$ cat config.mk
export PLATFORM = sky130hd
export DESIGN_NAME = multicycle_ctrl
export DESIGN_NICKNAME = d
export VERILOG_FILES = /design/src/rtl/cpu_pkg.sv /design/src/rtl/op_decode.sv /design/src/rtl/multicycle_ctrl.sv
export SDC_FILE = /design/constraint.sdc
export NUM_CORES = 1
export LEC_CHECK = 0
export ABC_AREA = 0
export BUFFER_PORTS_ARGS = -buffer_cell sky130_fd_sc_hd__buf_4
export CAP_MARGIN = 30
export CORE_MARGIN = 2
export CORE_UTILIZATION = 42
export CTS_CLUSTER_SIZE = 28
export DETAILED_ROUTE_END_ITERATION = 12
export HOLD_SLACK_MARGIN = 0.05
export PLACE_DENSITY = 0.87
export SKIP_CTS_REPAIR_TIMING = 1
export SLEW_MARGIN = 10
export SYNTH_ARGS = -nofsm -noshare
export SYNTH_HDL_FRONTEND = slang
export SYNTH_HIERARCHICAL = 1
export SYNTH_SLANG_ARGS = --single-unit
$ cat constraint.sdc
create_clock -name clk -period 2.4 [get_ports clk]
set_clock_uncertainty 0.15 [all_clocks]
set_input_delay 0.36 -clock clk [delete_from_list [all_inputs] [get_ports clk]]
set_output_delay 0.36 -clock clk [all_outputs]
set_load 0.01 [all_outputs]
$ cat src/rtl/cpu_pkg.sv
// Shared definitions for the multicycle controller: stage encodings, opcode constants
// and the decoded-opcode record.
package cpu_pkg;

    localparam int unsigned STAGE_W = 3;
    localparam int unsigned OP_W    = 6;

    typedef enum logic [STAGE_W-1:0] {
        StIfetch    = 3'd0,
        StDecode    = 3'd1,
        StExecute   = 3'd2,
        StMemory    = 3'd3,
        StWriteback = 3'd4,
        StTrap      = 3'd5,
        StHalted    = 3'd6
    } stage_e;

    localparam logic [OP_W-1:0] OP_ADD  = 6'h00;
    localparam logic [OP_W-1:0] OP_BEQ  = 6'h04;
    localparam logic [OP_W-1:0] OP_LW   = 6'h23;
    localparam logic [OP_W-1:0] OP_SW   = 6'h2B;
    localparam logic [OP_W-1:0] OP_HALT = 6'h3F;

    typedef struct packed {
        logic is_add;
        logic is_beq;
        logic is_lw;
        logic is_sw;
        logic is_halt;
        logic illegal;
    } dec_t;

    // Stages that sit in a handshake and may wait on an ack.
    function automatic logic is_wait_stage(stage_e s);
        return (s == StIfetch) || (s == StMemory);
    endfunction

endpackage

$ cat src/rtl/op_decode.sv
// Combinational opcode decoder: one flag per supported instruction plus an illegal flag
// covering every other encoding.
module op_decode
    import cpu_pkg::*;
#(
    parameter int unsigned OPCODE_W = 6
) (
    input  logic [OPCODE_W-1:0] i_opcode,
    output dec_t                o_dec
);

    logic w_add;
    logic w_beq;
    logic w_lw;
    logic w_sw;
    logic w_halt;

    always_comb begin
        w_add  = (i_opcode == OPCODE_W'(OP_ADD));
        w_beq  = (i_opcode == OPCODE_W'(OP_BEQ));
        w_lw   = (i_opcode == OPCODE_W'(OP_LW));
        w_sw   = (i_opcode == OPCODE_W'(OP_SW));
        w_halt = (i_opcode == OPCODE_W'(OP_HALT));
    end

    always_comb begin
        o_dec         = '0;
        o_dec.is_add  = w_add;
        o_dec.is_beq  = w_beq;
        o_dec.is_lw   = w_lw;
        o_dec.is_sw   = w_sw;
        o_dec.is_halt = w_halt;
        o_dec.illegal = ~(w_add | w_beq | w_lw | w_sw | w_halt);
    end

endmodule

$ cat src/rtl/multicycle_ctrl.sv
// Multicycle CPU control FSM: fetch/decode/execute/memory/writeback sequencing with
// sticky trap and halt states. Optional performance counters under `PERF_CNT_EN`.
module multicycle_ctrl
    import cpu_pkg::*;
#(
    parameter int unsigned INSTR_W  = 32,
    parameter int unsigned OPCODE_W = 6,
    parameter int unsigned CNT_W    = 32
) (
    input  logic               clk,
    input  logic               rst_n,
    output logic               imem_req,
    input  logic               imem_ack,
    input  logic [INSTR_W-1:0] instr,
    output logic               dmem_req,
    output logic               dmem_we,
    input  logic               dmem_ack,
    output logic [INSTR_W-1:0] ir,
    output logic [2:0]         stage,
    output logic               pc_we,
    output logic               rf_we,
    output logic               br_eval,
    output logic               retire,
    output logic               trap,
    output logic               halted,
    output logic [CNT_W-1:0]   retire_cnt,
    output logic [CNT_W-1:0]   stall_cnt
);

    stage_e               r_state;
    stage_e               w_next;
    logic [INSTR_W-1:0]   r_ir;
    dec_t                 w_dec;

    logic w_imem_req;
    logic w_dmem_req;
    logic w_dmem_we;
    logic w_pc_we;
    logic w_rf_we;
    logic w_br_eval;
    logic w_retire;
    logic w_trap;
    logic w_halted;

    op_decode #(
        .OPCODE_W (OPCODE_W)
    ) u_op_decode (
        .i_opcode (r_ir[INSTR_W-1 -: OPCODE_W]),
        .o_dec    (w_dec)
    );

    always_ff @(posedge clk or negedge rst_n) begin
        if (!rst_n) begin
            r_state <= StIfetch;
        end else begin
            r_state <= w_next;
        end
    end

    always_ff @(posedge clk or negedge rst_n) begin
        if (!rst_n) begin
            r_ir <= '0;
        end else if (r_state == StIfetch && imem_ack) begin
            r_ir <= instr;
        end
    end

    always_comb begin
        w_next = r_state;
        case (r_state)
            StIfetch: begin
                if (imem_ack) begin
                    w_next = StDecode;
                end
            end
            StDecode: begin
                if (w_dec.illegal) begin
                    w_next = StTrap;
                end else if (w_dec.is_halt) begin
                    w_next = StHalted;
                end else begin
                    w_next = StExecute;
                end
            end
            StExecute: begin
                if (w_dec.is_add) begin
                    w_next = StWriteback;
                end else if (w_dec.is_lw || w_dec.is_sw) begin
                    w_next = StMemory;
                end else begin
                    w_next = StIfetch;
                end
            end
            StMemory: begin
                if (dmem_ack) begin
                    w_next = w_dec.is_lw ? StWriteback : StIfetch;
                end
            end
            StWriteback: w_next = StIfetch;
            StTrap:      w_next = StTrap;
            StHalted:    w_next = StHalted;
            default:     w_next = StIfetch;
        endcase
    end

    always_comb begin
        w_imem_req = 1'b0;
        w_dmem_req = 1'b0;
        w_dmem_we  = 1'b0;
        w_pc_we    = 1'b0;
        w_rf_we    = 1'b0;
        w_br_eval  = 1'b0;
        w_retire   = 1'b0;
        w_trap     = 1'b0;
        w_halted   = 1'b0;
        case (r_state)
            StIfetch: begin
                w_imem_req = 1'b1;
                w_pc_we    = imem_ack;
            end
            StExecute: begin
                w_br_eval = w_dec.is_beq;
                w_retire  = w_dec.is_beq;
            end
            StMemory: begin
                w_dmem_req = 1'b1;
                w_dmem_we  = w_dec.is_sw;
                w_retire   = w_dec.is_sw & dmem_ack;
            end
            StWriteback: begin
                w_rf_we  = 1'b1;
                w_retire = 1'b1;
            end
            StTrap:   w_trap   = 1'b1;
            StHalted: w_halted = 1'b1;
            default: ;
        endcase
    end

    // Reset must silence outputs immediately, not at the next edge.
    assign imem_req = w_imem_req & rst_n;
    assign dmem_req = w_dmem_req & rst_n;
    assign dmem_we  = w_dmem_we  & rst_n;
    assign pc_we    = w_pc_we    & rst_n;
    assign rf_we    = w_rf_we    & rst_n;
    assign br_eval  = w_br_eval  & rst_n;
    assign retire   = w_retire   & rst_n;
    assign trap     = w_trap     & rst_n;
    assign halted   = w_halted   & rst_n;
    assign stage    = r_state;
    assign ir       = r_ir;

`ifdef PERF_CNT_EN
    logic [CNT_W-1:0] r_retire_cnt;
    logic [CNT_W-1:0] r_stall_cnt;
    logic             w_stall;

    always_comb begin
        w_stall = 1'b0;
        if (is_wait_stage(r_state)) begin
            w_stall = (r_state == StIfetch) ? ~imem_ack : ~dmem_ack;
        end
    end

    always_ff @(posedge clk or negedge rst_n) begin
        if (!rst_n) begin
            r_retire_cnt <= '0;
            r_stall_cnt  <= '0;
        end else begin
            if (w_retire && r_retire_cnt != '1) begin
                r_retire_cnt <= r_retire_cnt + CNT_W'(1);
            end
            if (w_stall && r_stall_cnt != '1) begin
                r_stall_cnt <= r_stall_cnt + CNT_W'(1);
            end
        end
    end

    assign retire_cnt = r_retire_cnt;
    assign stall_cnt  = r_stall_cnt;
`else
    assign retire_cnt = '0;
    assign stall_cnt  = '0;
`endif

endmodule

# Word level (Yosys, flattened, before mapping)
# Cells that the tools add are included.
[classes]
bitwise = 14
eq_ne = 12
reduce_logical = 5
muxes = 17
[ops]
columns = ["op", "count"]
rows = [
  ["6-bit equality test (second input constant)", 3],
  ["3-bit two-way mux", 6],
  ["3-bit one-hot mux with 6 select lines", 1],
  ["1-bit AND", 10],
  ["3-bit equality test (second input constant)", 3],
  ["1-bit two-way mux", 8],
  ["3-bit by 2-bit equality test with 1-bit output (second input constant)", 2],
  ["6-bit by 3-bit equality test with 1-bit output (second input constant)", 1],
  ["6-bit logical NOT", 1],
  ["2-bit inequality test (second input constant)", 2],
  ["1-bit bitwise OR", 4],
  ["3-bit by 1-bit equality test with 1-bit output (second input constant)", 1],
  ["3-bit logical NOT", 1],
  ["1-bit one-hot mux with 3 select lines", 1],
  ["2-bit two-way mux", 1],
  ["2-bit AND reduction", 1],
  ["1-bit logical AND", 1],
  ["1-bit logical OR", 1],
]
[word_totals]
in_bits = 36
ff_bits = 35
output_inout_bits = 108
elab_cells = 50

# Depth between registers and ports, before layout
# Gate-level depths: netlist (run 1).
[depth]
depth_word = 7
depth_mapped = 7
ltp_nobuf = 6

# Hierarchy
# Netlist (run 1), hierarchy kept.
[by_module_without_submodules]
columns = ["mod", "area_each_um2", "cells_each", "instances", "seq_area_each_um2"]
rows = [
  ["multicycle_ctrl", 2038.2, 178, 1, 875.8],
  ["op_decode", 108.9, 18, 1, 0.0],
]

# Worst setup path after synthesis (run 1)
# Ideal clock, no wire load.
[synth_timing]
path_type = "reg2out"
start = "register r_ir[27] (netlist: ir[27])"
end = "output port retire"
arrival_time_ps = 1636
setup_slack_ps = 254
required_time_ps = 1890
stages_incl_launch_ff = 8
path_buffers = 1
path_cell_list = "dfrtp_1 -> or4_1 -> nor2_1 -> and2_1 -> buf_4 -> nand2b_1 -> a21oi_1 -> o21a_1"
[synth_between]
word_cells_on_any_way = 5
classes_between = "eq/ne (2); mux (1); bitwise (2)"
[synth_lines]
columns = ["item", "line_no", "source"]
rows = [
  ["start: declaration", "multicycle_ctrl.sv:32", "logic [INSTR_W-1:0] r_ir;"],
  ["start signal: assignment", "multicycle_ctrl.sv:64", "r_ir <= instr;"],
  ["6-bit by 3-bit equality test with 1-bit output", "op_decode.sv:20", "w_beq = (i_opcode == OPCODE_W'(OP_BEQ));"],
  ["net u_op_decode.w_beq", "op_decode.sv:13", "logic w_beq;"],
  ["1-bit one-hot mux with 3 select lines", "multicycle_ctrl.sv:116", "case (r_state)"],
  ["1-bit AND", "multicycle_ctrl.sv:147", "assign retire = w_retire & rst_n;"],
  ["end: declaration", "multicycle_ctrl.sv:23", "output logic retire,"],
]
# The timed path passes the listed nets, and every way through them passes these cells.

==> results of run 1 <==
routing by layer:
layer / GRT usage, % / up-vias
li1: - / 686
met1: 15.8 / 696
met2: 23.0 / 94
met3: 5.95 / 2
met4: 4.68 / 0
met5: 0 / -
power groups by stage:
stage	logic (mW)	clock network (mW)	registers, mW
after floorplan	0.820	0	1.25
after global placement	1.45	0	1.17
after detailed placement	1.47	0	1.20
after CTS	1.48	0.482	1.20
after global routing	1.61	0.501	1.26
final	1.48	0.459	1.20
how the worst min path moves through the flow:
stage,cells past startpoint,start,to,slack (ps)
after floorplan,0,rst_n,ir[0]$_DFFE_PN0P_,-90
after global placement,1,rst_n,stage[0]$_DFFE_PN0P_,20
after detailed placement,1,rst_n,stage[0]$_DFFE_PN0P_,30
after CTS,1,rst_n,stage[0]$_DFFE_PN0P_,-280
after global routing,2,rst_n,ir[28]$_DFFE_PN0P_,60
final,2,rst_n,ir[0]$_DFFE_PN0P_,20
critical path: stages (launching register included):
cell and delay [ps]:
sky130_fd_sc_hd__dfrtp_2 440, sky130_fd_sc_hd__or4_4 560, sky130_fd_sc_hd__nor2_4 100, sky130_fd_sc_hd__and2_4 150, sky130_fd_sc_hd__nand2b_1 60, sky130_fd_sc_hd__a21oi_2 110
sky130_fd_sc_hd__o21a_1 130, sky130_fd_sc_hd__buf_4 110
logic make-up (layout without fill, tap and decap cells):
| kind of cell | after synthesis | count (layout) | share of synthesized area, % |
|---|---|---|---|
| other | 1 | 64 | 0.175 |
| xor gates and xnor gates | 1 | 1 | 0.408 |
| DFF | 35 | 35 | 40.8 |
| AOI/OAI and AO/OA | 11 | 11 | 3.55 |
| muxes | 35 | 35 | 18.2 |
| and+or+nand+nor | 36 | 36 | 10.1 |
| buffers and inverters | 77 | 94 | 26.7 |
area by class of cell:
cell class | instances | area share [%]
clock inverters | 1 | 0.281
multi-input cells | 147 | 35.6
inverters | 2 | 0.281
clock buffers | 7 | 3.60
well taps | 70 | 3.28
flip-flops and latches | 35 | 32.8
repair buffers | 84 | 24.1
synth_stat cells (all sizes together):
cell type,count,share of area [%]
xnor2,1,0.41
o32ai,1,0.41
nor3b,2,0.70
nand3,3,0.70
nand4,1,0.29
and3,2,0.58
buf,75,26
o21ai,3,0.70
dfrtp,35,41
or4,1,0.35
a41oi,1,0.41
a21oi,1,0.23
conb,1,0.17
mux2i,3,1.4
nor4b,1,1.1
or4b,1,0.47
o22ai,1,0.29
a22oi,1,0.35
inv,2,0.35
mux2,32,17
nor2b,4,1.2
nor4,1,0.29
nand2,2,0.35
and2,3,0.87
nor3,3,0.70
nor2,8,1.4
nand2b,4,1.2
o21a,2,0.70
a32o,1,0.47
metrics by stage:
step           std cells  instance area [um^2]  hold slack, ps
6_report             346                  2670            16.7
3_5_place_dp         336                  2530            26.3
3_3_place_gp         336                  2530            23.8
5_1_grt              346                  2670            62.0
2_1_floorplan        259                  2380           -85.6
4_1_cts              344                  2640            -279
registers in the layout (all words and copies together), names as in the netlist:
register  flops
ir           32
stage         3
==> results summary, run 1 <==
The required time at the worst-slack endpoint came out at 1890 ps. The total half-perimeter wirelength after legalization and detailed placement came out at 3120 um. The count of antenna diodes in the layout is 0. The clock latency reported for the late side of the worst-skew pair came out at 270 ps.

In the detailed route, the total length drawn on met3 is 442 um. Summed over all cells, the static leakage comes to 1.32 nW. For this run, the total global-route usage over all layers was measured as 13.8%.

In this run the worst path has a maximum fanout of 5. The synthesized instance count came out at 196. The horizontal die dimension is 75.5 um.

The total of fill cells in the finished design is 454. Across the run, the number of max-cap violations was 0. The top achievable clock speed is 408 MHz. Entering global routing, the biggest net connects 34 pins. The wire length the detailed router placed on met1 came out at 1570 um. The global route total overflow came out at 0.

The DRC violation total after the first TritonRoute iteration came out at 27. The fraction of final layout cells sized beyond drive strength 1 came out at 46.4%. The post-synthesis instance area came out at 2150 um^2.

CTS placed an instance of sky130_fd_sc_hd__clkbuf_8 at the clock tree root. STA classifies the critical path endpoint as an output pin. The count of vias placed by the detailed router came out at 1,478. The top-level I/O count came out at 144. The portion of total power attributed to combinational logic is 47.1%. The ratio of final minimum period to clock period is 102%. The number of buffers created by CTS is 5.

The number of nets in the layout came out at 311. The highest layer used for signal routing is met4. The routed length on met2 is 2020 um.

The number of H-tree levels is 2. The post-place setup slack came out at 206 ps. The number of detailed-routing iterations run before antenna repair is 4.

The ratio of total power to cell area is 1180 nW/um^2. The worst setup path is launched from a flop. The share of total power dissipated in sequential elements is 38.3%. In this run the critical register-to-register path is captured at stage[0]$_DFFE_PN0P_. Setup repair after global routing could not meet its margin everywhere. The worst relative slew slack came out at 63.5%. Subtracting the final worst setup slack from the clock period gives 2450 ps. In this run the worst setup path terminates at retire. The detailed-route DRC error count is 0. The origin of the critical flop-to-flop path is ir[29]$_DFFE_PN0P_. The number of pins exceeding their max-slew limit in the final report came to 0. The maximum buffer depth of the clock tree came out at 2.

Tracing the worst setup path back leads to its startpoint at ir[29]$_DFFE_PN0P_. The final weighted congestion in routability-driven placement is 0.731. The total wire length came out at 4060 um. The starting density of the core is 42.9%. The height of the die is 75.5 um. The final number of hold-violating endpoints came to 0. The mean post-synth cell area is 11.0 um^2. The number of warning messages in the yosys log came out at 6. Cells fill 53.4% of the core in the end.

The depth of the worst register-to-register path came out at 6. The run finished, with violations left. Adding up every negative setup slack in the final design gives -48.8 ps.

The number of vias per cell came out at 4.27. The area growth from synthesis to layout came out at 24.5%. The region available for standard cell placement spans 5010 um^2. The average detailed-routed wire length per instance is 11.7 um. The checks that failed: negative setup slack. Setup slack on the critical path of the routed design comes to -48.8 ps. The overall power consumption is 3.15 mW.

The reg-to-reg setup timing slack is 410 ps. The data arrival time of the worst path is 1940 ps. The number of sinks driven by the clock tree is 35. The via count of the first global-routing pass is 1,327. The share of the yosys chip area belonging to registers is 40.8%. The cell-internal power is 2.03 mW. The net switching power is 1.12 mW. The global-route wire length before repair is 5890 um. The transition time at the pin with the least slew margin came out at 548 ps.

The synthesized design contains 35 register bits. The setup violation total in the final timing report is 1. The number of antenna violations at the first check in global routing came out at 0.

The class of the most critical hold timing path is primary input to asynchronous set/reset pin. The port buffer count is 79. The number of rows in the core area came out at 26. The library cell used most frequently in the layout, excluding fill and tap cells, is sky130_fd_sc_hd__buf_4. The antenna violation net count after detailed routing is 0. The top cell types in the final layout, fill and taps aside, are sky130_fd_sc_hd__buf_4 (82), sky130_fd_sc_hd__conb_1 (64), sky130_fd_sc_hd__dfrtp_1 (33). The clock-pin transition on the worst setup and hold timing paths came out at 70 ps. TritonCTS built the clock tree. In this run, distinct cell masters in the synthesized netlist total 32. The switching part of the total power is 35.6%. The floorplan step defined a die boundary enclosing 5700 um^2. The maximum ir drop on the vdd rail came out at 0.663 mV. The area taken by flip-flops and latches came out at 878 um^2. The worst setup path is of the flop to output pin kind. Per report_power, the clock group accounts for 14.6% of the total. The multi-input combinational cell area came out at 951 um^2.
Note: power is estimated with default switching activity, not from simulation.
==> inputs of run 2 (changes only) <==
--- a/config.mk
+++ b/config.mk
@@ -13,6 +13,7 @@
 export CTS_CLUSTER_SIZE = 28
 export DETAILED_ROUTE_END_ITERATION = 12
 export HOLD_SLACK_MARGIN = 0.05
+export MAX_ROUTING_LAYER = met4
 export PLACE_DENSITY = 0.87
 export SKIP_CTS_REPAIR_TIMING = 1
 export SLEW_MARGIN = 10
==> results summary, run 2 (same netlist as run 1, synthesis figures left out) <==
The flow ran to the end, but the final reports show violations. The checks that failed: negative setup slack. The number of pins exceeding their max-slew limit in the final report came out at 0 (unchanged). The area growth from synthesis to layout came out at 24.5% (unchanged).

The maximum ir drop on the vdd rail was 0.665 mV (+0.31%). The standard cell core area came to 5010 um^2 (unchanged). In this run the most used layer during global routing was met2. The post-place setup slack was 206 ps (unchanged).

The met1 demand-to-capacity share in global routing came out at 17.1% (+1.3 points). The clock tree root buffer cell is sky130_fd_sc_hd__clkbuf_8. The top-level I/O count came out at 144 (unchanged).

The number of detailed-routing iterations run before antenna repair came to 4 (unchanged). The highest net fanout along the worst path is 5 (unchanged). The required time at the worst-slack endpoint is 1890 ps (about the same).

Leaving out fill and tap cells, the most frequent cell in the layout is sky130_fd_sc_hd__buf_4. The max-cap violation count came out at 0 (unchanged). The final weighted congestion in routability-driven placement came out at 0.740 (+1.2%). The number of H-tree levels is 2 (unchanged).

The number of flip-flops under the largest register name came to 32 (unchanged). The portion of total power attributed to combinational logic came out at 47.1% (about the same). The final critical path time including I/O delays and setup is 2450 ps (-0.485 ps). The ratio of total power to cell area came out at 1180 nW/um^2 (about the same).

The average detailed-routed wire length per instance came to 11.7 um (about the same). The cell-internal power was 2.03 mW (about the same). The global routing met3 resource utilization was 3.97% (-2.0 points). The count of vias placed by the detailed router came to 1,476 (-0.14%). The met2 demand-to-capacity share in global routing came to 23.0% (unchanged). The fraction of final layout cells sized beyond drive strength 1 came out at 46.4% (unchanged). The total wire length is 4060 um (about the same).

The data arrival time of the worst path is 1940 ps (about the same). The maximum buffer depth of the clock tree was 2 (unchanged). Setup repair after global routing could not meet its margin everywhere. The via count of the first global-routing pass came out at 1,327 (unchanged). The number of sinks driven by the clock tree is 35 (unchanged).

The global route total overflow is 0 (unchanged). The transition time at the pin with the least slew margin was 536 ps (-11.8 ps). The number of rows in the core area came out at 26 (unchanged).

The DRC violation total after the first TritonRoute iteration was 27 (unchanged). The top achievable clock speed is 408 MHz (about the same). The maximum number of pins on one net before global-route repair is 34 (unchanged). The worst relative slew slack was 64.2% (+0.79 points). The global-route wire length before repair is 5890 um (unchanged). The leakage power figure is 1.32 nW (unchanged). The net switching power came out at 1.12 mW (about the same). The height of the die came to 75.5 um (unchanged). The clock-pin transition on the worst setup and hold timing paths came to 70 ps (about the same). The worst setup path is launched from a flop. The number of vias per cell came out at 4.27 (-0.14%). The count of antenna diodes in the layout is 0 (unchanged).

The setup path with the least slack is of type flop to output pin. The post-route core utilization was 53.4% (unchanged). The number of buffers created by CTS came to 5 (unchanged). The setup violation total in the final timing report is 1 (unchanged).

The die outline area came out at 5700 um^2 (unchanged). The clock latency reported for the late side of the worst-skew pair came out at 270 ps (about the same). The ratio of final minimum period to clock period was 102% (about the same). The final number of hold-violating endpoints is 0 (unchanged). The class of the most critical hold timing path is primary input to asynchronous set/reset pin. The worst setup path is captured at an output pin. The horizontal die dimension is 75.5 um (unchanged). The switching part of the total power is 35.6% (about the same). The relative contribution of the clock network to total power is 14.6% (about the same). The port buffer count came to 79 (unchanged). The library cells used most frequently in the layout, excluding fill and tap cells, are sky130_fd_sc_hd__buf_4 (82), sky130_fd_sc_hd__conb_1 (64), sky130_fd_sc_hd__dfrtp_1 (33). The total half-perimeter wirelength after legalization and detailed placement came out at 3120 um (unchanged). The number of nets in the layout is 311 (unchanged). The detailed-route DRC error count is 0 (unchanged). The number of antenna violations at the first check in global routing came out at 0 (unchanged).

The antenna violation net count after detailed routing is 0 (unchanged). The sequential fraction of design power came out at 38.3% (about the same). The setup slack after layout came out at -48.3 ps (+0.485 ps). TritonCTS built the clock tree. The global router's overall resource usage is 14.2% (+0.43 points). The starting density of the core came out at 42.9% (unchanged).
[run 2: cell counts in the layout (fill, tap and decap cells not counted)]
No cell type changed its count.
[run 2: critical path, stage by stage, from the launching register on]
cell	delay, ps
sky130_fd_sc_hd__dfrtp_2	440
sky130_fd_sc_hd__or4_4	560
sky130_fd_sc_hd__nor2_4	100
sky130_fd_sc_hd__and2_4	150
sky130_fd_sc_hd__nand2b_1	60
sky130_fd_sc_hd__a21oi_2	110
sky130_fd_sc_hd__o21a_1	130
sky130_fd_sc_hd__buf_4	110
[run 2: layout make-up]
cell class,count,area [um^2]
Tap cell,70,87.6
Sequential cell,35,878
Clock buffer,7,96.3
Timing Repair Buffer,84,646
Inverter,2,7.51
Fill cell,454,2340
Clock inverter,1,7.51
Multi-Input combinational cell,147,951
[run 2: final timing paths]
check / from / endpoint / slack [ps] / cells past startpoint
max: ir[29]$_DFFE_PN0P_ / retire / -50 / 7
min: rst_n / ir[0]$_DFFE_PN0P_ / 20 / 2
max reg2reg: ir[29]$_DFFE_PN0P_ / stage[0]$_DFFE_PN0P_ / 410 / 6
min reg2reg: ir[10]$_DFFE_PN0P_ / ir[10]$_DFFE_PN0P_ / 350 / 1
max in group asynchronous: rst_n / stage[2]$_DFFE_PN0P_ / 1640 / 2
min in group clk: instr[9] / ir[9]$_DFFE_PN0P_ / 150 / 2
[run 2: power by group through the flow]
stage / Clock (mW) / Sequential [mW] / Combinational, mW
after floorplan: 0 / 1.25 / 0.820
after global placement: 0 / 1.17 / 1.45
after detailed placement: 0 / 1.20 / 1.47
after CTS: 0.482 / 1.20 / 1.48
after global routing: 0.501 / 1.26 / 1.61
final: 0.460 / 1.21 / 1.48
[run 2: stage by stage]
step | instance area (um^2) | total power [mW] | hold slack [ps] | std cells | TNS, ps
finish | 2670 | 3.15 | 16.8 | 346 | -48.3
global route | 2670 | 3.37 | 62.1 | 346 | -117
CTS | 2640 | 3.16 | -279 | 344 | -128
detailed placement | 2530 | 2.68 | 26.3 | 336 | 0
global placement | 2530 | 2.63 | 23.8 | 336 | 0
floorplan | 2380 | 2.07 | -85.6 | 259 | 0
[run 2: layer usage]
layer,vias to the layer above,part of all wire (%)
li1,685,-
met1,695,41
met2,94,50
met3,2,8.4
met4,0,0.62
met5,-,0
==> inputs of run 3 (changes only) <==
==> constraint.sdc (replaced) <==
create_clock -name clk -period 2.4 [get_ports clk]
set_clock_uncertainty 0.15 [all_clocks]
set_input_delay 0.12 -clock clk [delete_from_list [all_inputs] [get_ports clk]]
set_output_delay 0.12 -clock clk [all_outputs]
set_load 0.01 [all_outputs]
==> results summary, run 3 (same netlist as run 1, synthesis figures left out) <==
The placed cell count is 337 (+0.30%). The end of the worst hold path is stage[0]$_DFFE_PN0P_. In the layout the commonest cells are sky130_fd_sc_hd__buf_4 (83), sky130_fd_sc_hd__conb_1 (64), sky130_fd_sc_hd__dlygate4sd3_1 (34), sky130_fd_sc_hd__dfrtp_1 (34), sky130_fd_sc_hd__mux2_2 (30). The count of antenna diodes in the layout is 0 (unchanged). The number of nets in the layout came out at 345 (+11%).

The depth of the worst register-to-register path came out at 6 (unchanged). The maximum buffer depth of the clock tree is 2 (unchanged). The area growth from synthesis to layout came out at 39.5%. The clock latency reported for the late side of the worst-skew pair came out at 290 ps (+20 ps). The final critical path time including I/O delays and setup came out at 2270 ps (-178 ps). The horizontal die dimension is 75.5 um (unchanged). The ratio of total power to cell area came out at 1080 nW/um^2 (-7.8%). The number of rows in the core area came out at 26 (unchanged). The worst register-to-register path ends at stage[0]$_DFFE_PN0P_. The clock-pin transition on the worst setup and hold timing paths came out at 70 ps (about the same). The number of pins exceeding their max-slew limit in the final report came out at 0 (unchanged). The maximum number of pins on one net before global-route repair came to 33 (-2.9%). The global router's overall resource usage is 14.5% (+0.34 points). The average detailed-routed wire length per instance is 12.9 um (+9.6%). The worst setup path is of the flop to output pin kind.

The area taken by flip-flops and latches came out at 877 um^2 (-0.14%). The number of vias per cell came out at 4.26 (about the same). The DRC violation total after the first TritonRoute iteration came out at 19 (-30%).

The total wire length is 4890 um (+20%). The number of sinks driven by the clock tree is 35 (unchanged). The final standard cell count with taps included and fillers excluded was 380 (+9.8%).

The antenna violation net count after detailed routing is 0 (unchanged). The final weighted congestion in routability-driven placement came out at 0.792 (+7.0%). The global route total overflow was 0 (unchanged). The worst relative slew slack is 66.4% (+2.1 points).

The leakage power figure is 1.46 nW (+11%). The data arrival time of the worst path is 2000 ps (+60 ps). The most frequent standard cell in the layout excluding fill and tap cells is sky130_fd_sc_hd__buf_4.

The detailed-route DRC error count is 0 (unchanged). TritonCTS built the clock tree. The multi-input combinational cell area is 940 um^2 (-1.2%). The via count of the first global-routing pass is 1,323 (-0.30%). The port buffer count came out at 79 (unchanged). The final number of hold-violating endpoints came out at 0 (unchanged). The reg-to-reg setup timing slack came out at 410 ps (about the same). The launching element type of the critical path is a flop.

The die outline area is 5700 um^2 (unchanged). The count of cells along the worst hold path came out at 3. The maximum ir drop on the vdd rail is 0.727 mV (+9.3%). The total of fill cells in the finished design came out at 412 (-9.3%). In this run the critical register-to-register path is launched from ir[27]$_DFFE_PN0P_. The transition time at the pin with the least slew margin is 504 ps (-31.9 ps). The number of flip-flops under the largest register name is 32 (unchanged).

The required time at the worst-slack endpoint was 2130 ps (+240 ps). The height of the die came to 75.5 um (unchanged). The setup TNS after final layout came out at 0 ps (+48.3 ps). Setup repair after global routing left no endpoint under its margin.

The top-level I/O count is 144 (unchanged). The count of vias placed by the detailed router came out at 1,620 (+9.8%). The max-cap violation count came out at 0 (unchanged). The total half-perimeter wirelength after legalization and detailed placement is 3170 um (+1.7%). The number of H-tree levels is 2 (unchanged). The highest net fanout along the worst path is 6 (+1). The global-route wire length before repair is 5980 um (+1.5%). The starting density of the core is 42.9% (unchanged). The flow ran to the end, and the final reports show no timing, DRC or antenna violations. The standard cell core area is 5010 um^2 (unchanged). The setup violation total in the final timing report came to 0 (-1). The number of detailed-routing iterations run before antenna repair is 4 (unchanged). The worst setup path is captured at an output pin. The top achievable clock speed was 440 MHz (+7.8%). The number of buffers created by CTS came out at 5 (unchanged).

The tightest min-delay check is of the primary input to flop type. The number of antenna violations at the first check in global routing came out at 0 (unchanged). The fraction of final layout cells sized beyond drive strength 1 came out at 40.3% (-6.1 points).

The start point of the worst hold path is dmem_ack. The ratio of final minimum period to clock period came to 94.6% (-7.4 points). The clock tree root buffer cell is sky130_fd_sc_hd__clkbuf_8.
run 3: where the power goes:
part / switching (mW) / internal, mW / total, mW
registers: 0.271 / 0.895 / 1.17
logic: 0.690 / 0.918 / 1.61
clock network: 0.213 / 0.262 / 0.475
run 3: worst max-delay path, stage by stage (launching register included):
cell and delay (ps):
sky130_fd_sc_hd__dfrtp_1 430, sky130_fd_sc_hd__or4_4 560, sky130_fd_sc_hd__nor2_2 110, sky130_fd_sc_hd__and2_1 160, sky130_fd_sc_hd__nand2b_1 60, sky130_fd_sc_hd__a21oi_1 130
sky130_fd_sc_hd__o21a_1 150, sky130_fd_sc_hd__buf_4 110
run 3: layout make-up:
| type | instances | share of cell area [%] |
|---|---|---|
| clock buffer | 8 | 3.34 |
| inverter | 2 | 0.251 |
| multi-input combinational | 147 | 31.4 |
| sequential | 35 | 29.3 |
| tap | 70 | 2.92 |
| timing repair buffer | 118 | 32.8 |
run 3: through the flow:
step	hold slack (ps)	power [mW]	setup WS (ps)	utilization, %	area, um^2
global placement	-210	2.65	465	50.7	2540
CTS	-518	3.18	119	52.7	2640
global route	54.6	3.46	11.0	59.8	3000
floorplan	-326	2.07	486	-	2380
finish	43.9	3.25	130	59.8	3000
detailed placement	-205	2.70	416	50.7	2540
run 3: worst max-delay path by stage:
stage / from / endpoint / slack (ps) / cells after the start
floorplan: ir[27]$_DFFE_PN0P_ / stage[0]$_DFFE_PN0P_ / 490 / 6
global placement: ir[27]$_DFFE_PN0P_ / retire / 470 / 7
detailed placement: ir[27]$_DFFE_PN0P_ / stage[0]$_DFFE_PN0P_ / 420 / 6
CTS: ir[27]$_DFFE_PN0P_ / retire / 120 / 7
global route: ir[27]$_DFFE_PN0P_ / retire / 10 / 7
finish: ir[27]$_DFFE_PN0P_ / retire / 130 / 7
run 3: per-layer routing:
layer	share of wire, %	up-vias	track usage [%]	routed length (um)
met2	50	106	23.1	2450
met5	0	-	-	0
li1	-	754	-	-
met3	7.7	6	3.17	375
met4	1.8	0	6.82	89
met1	40	754	17.6	1970
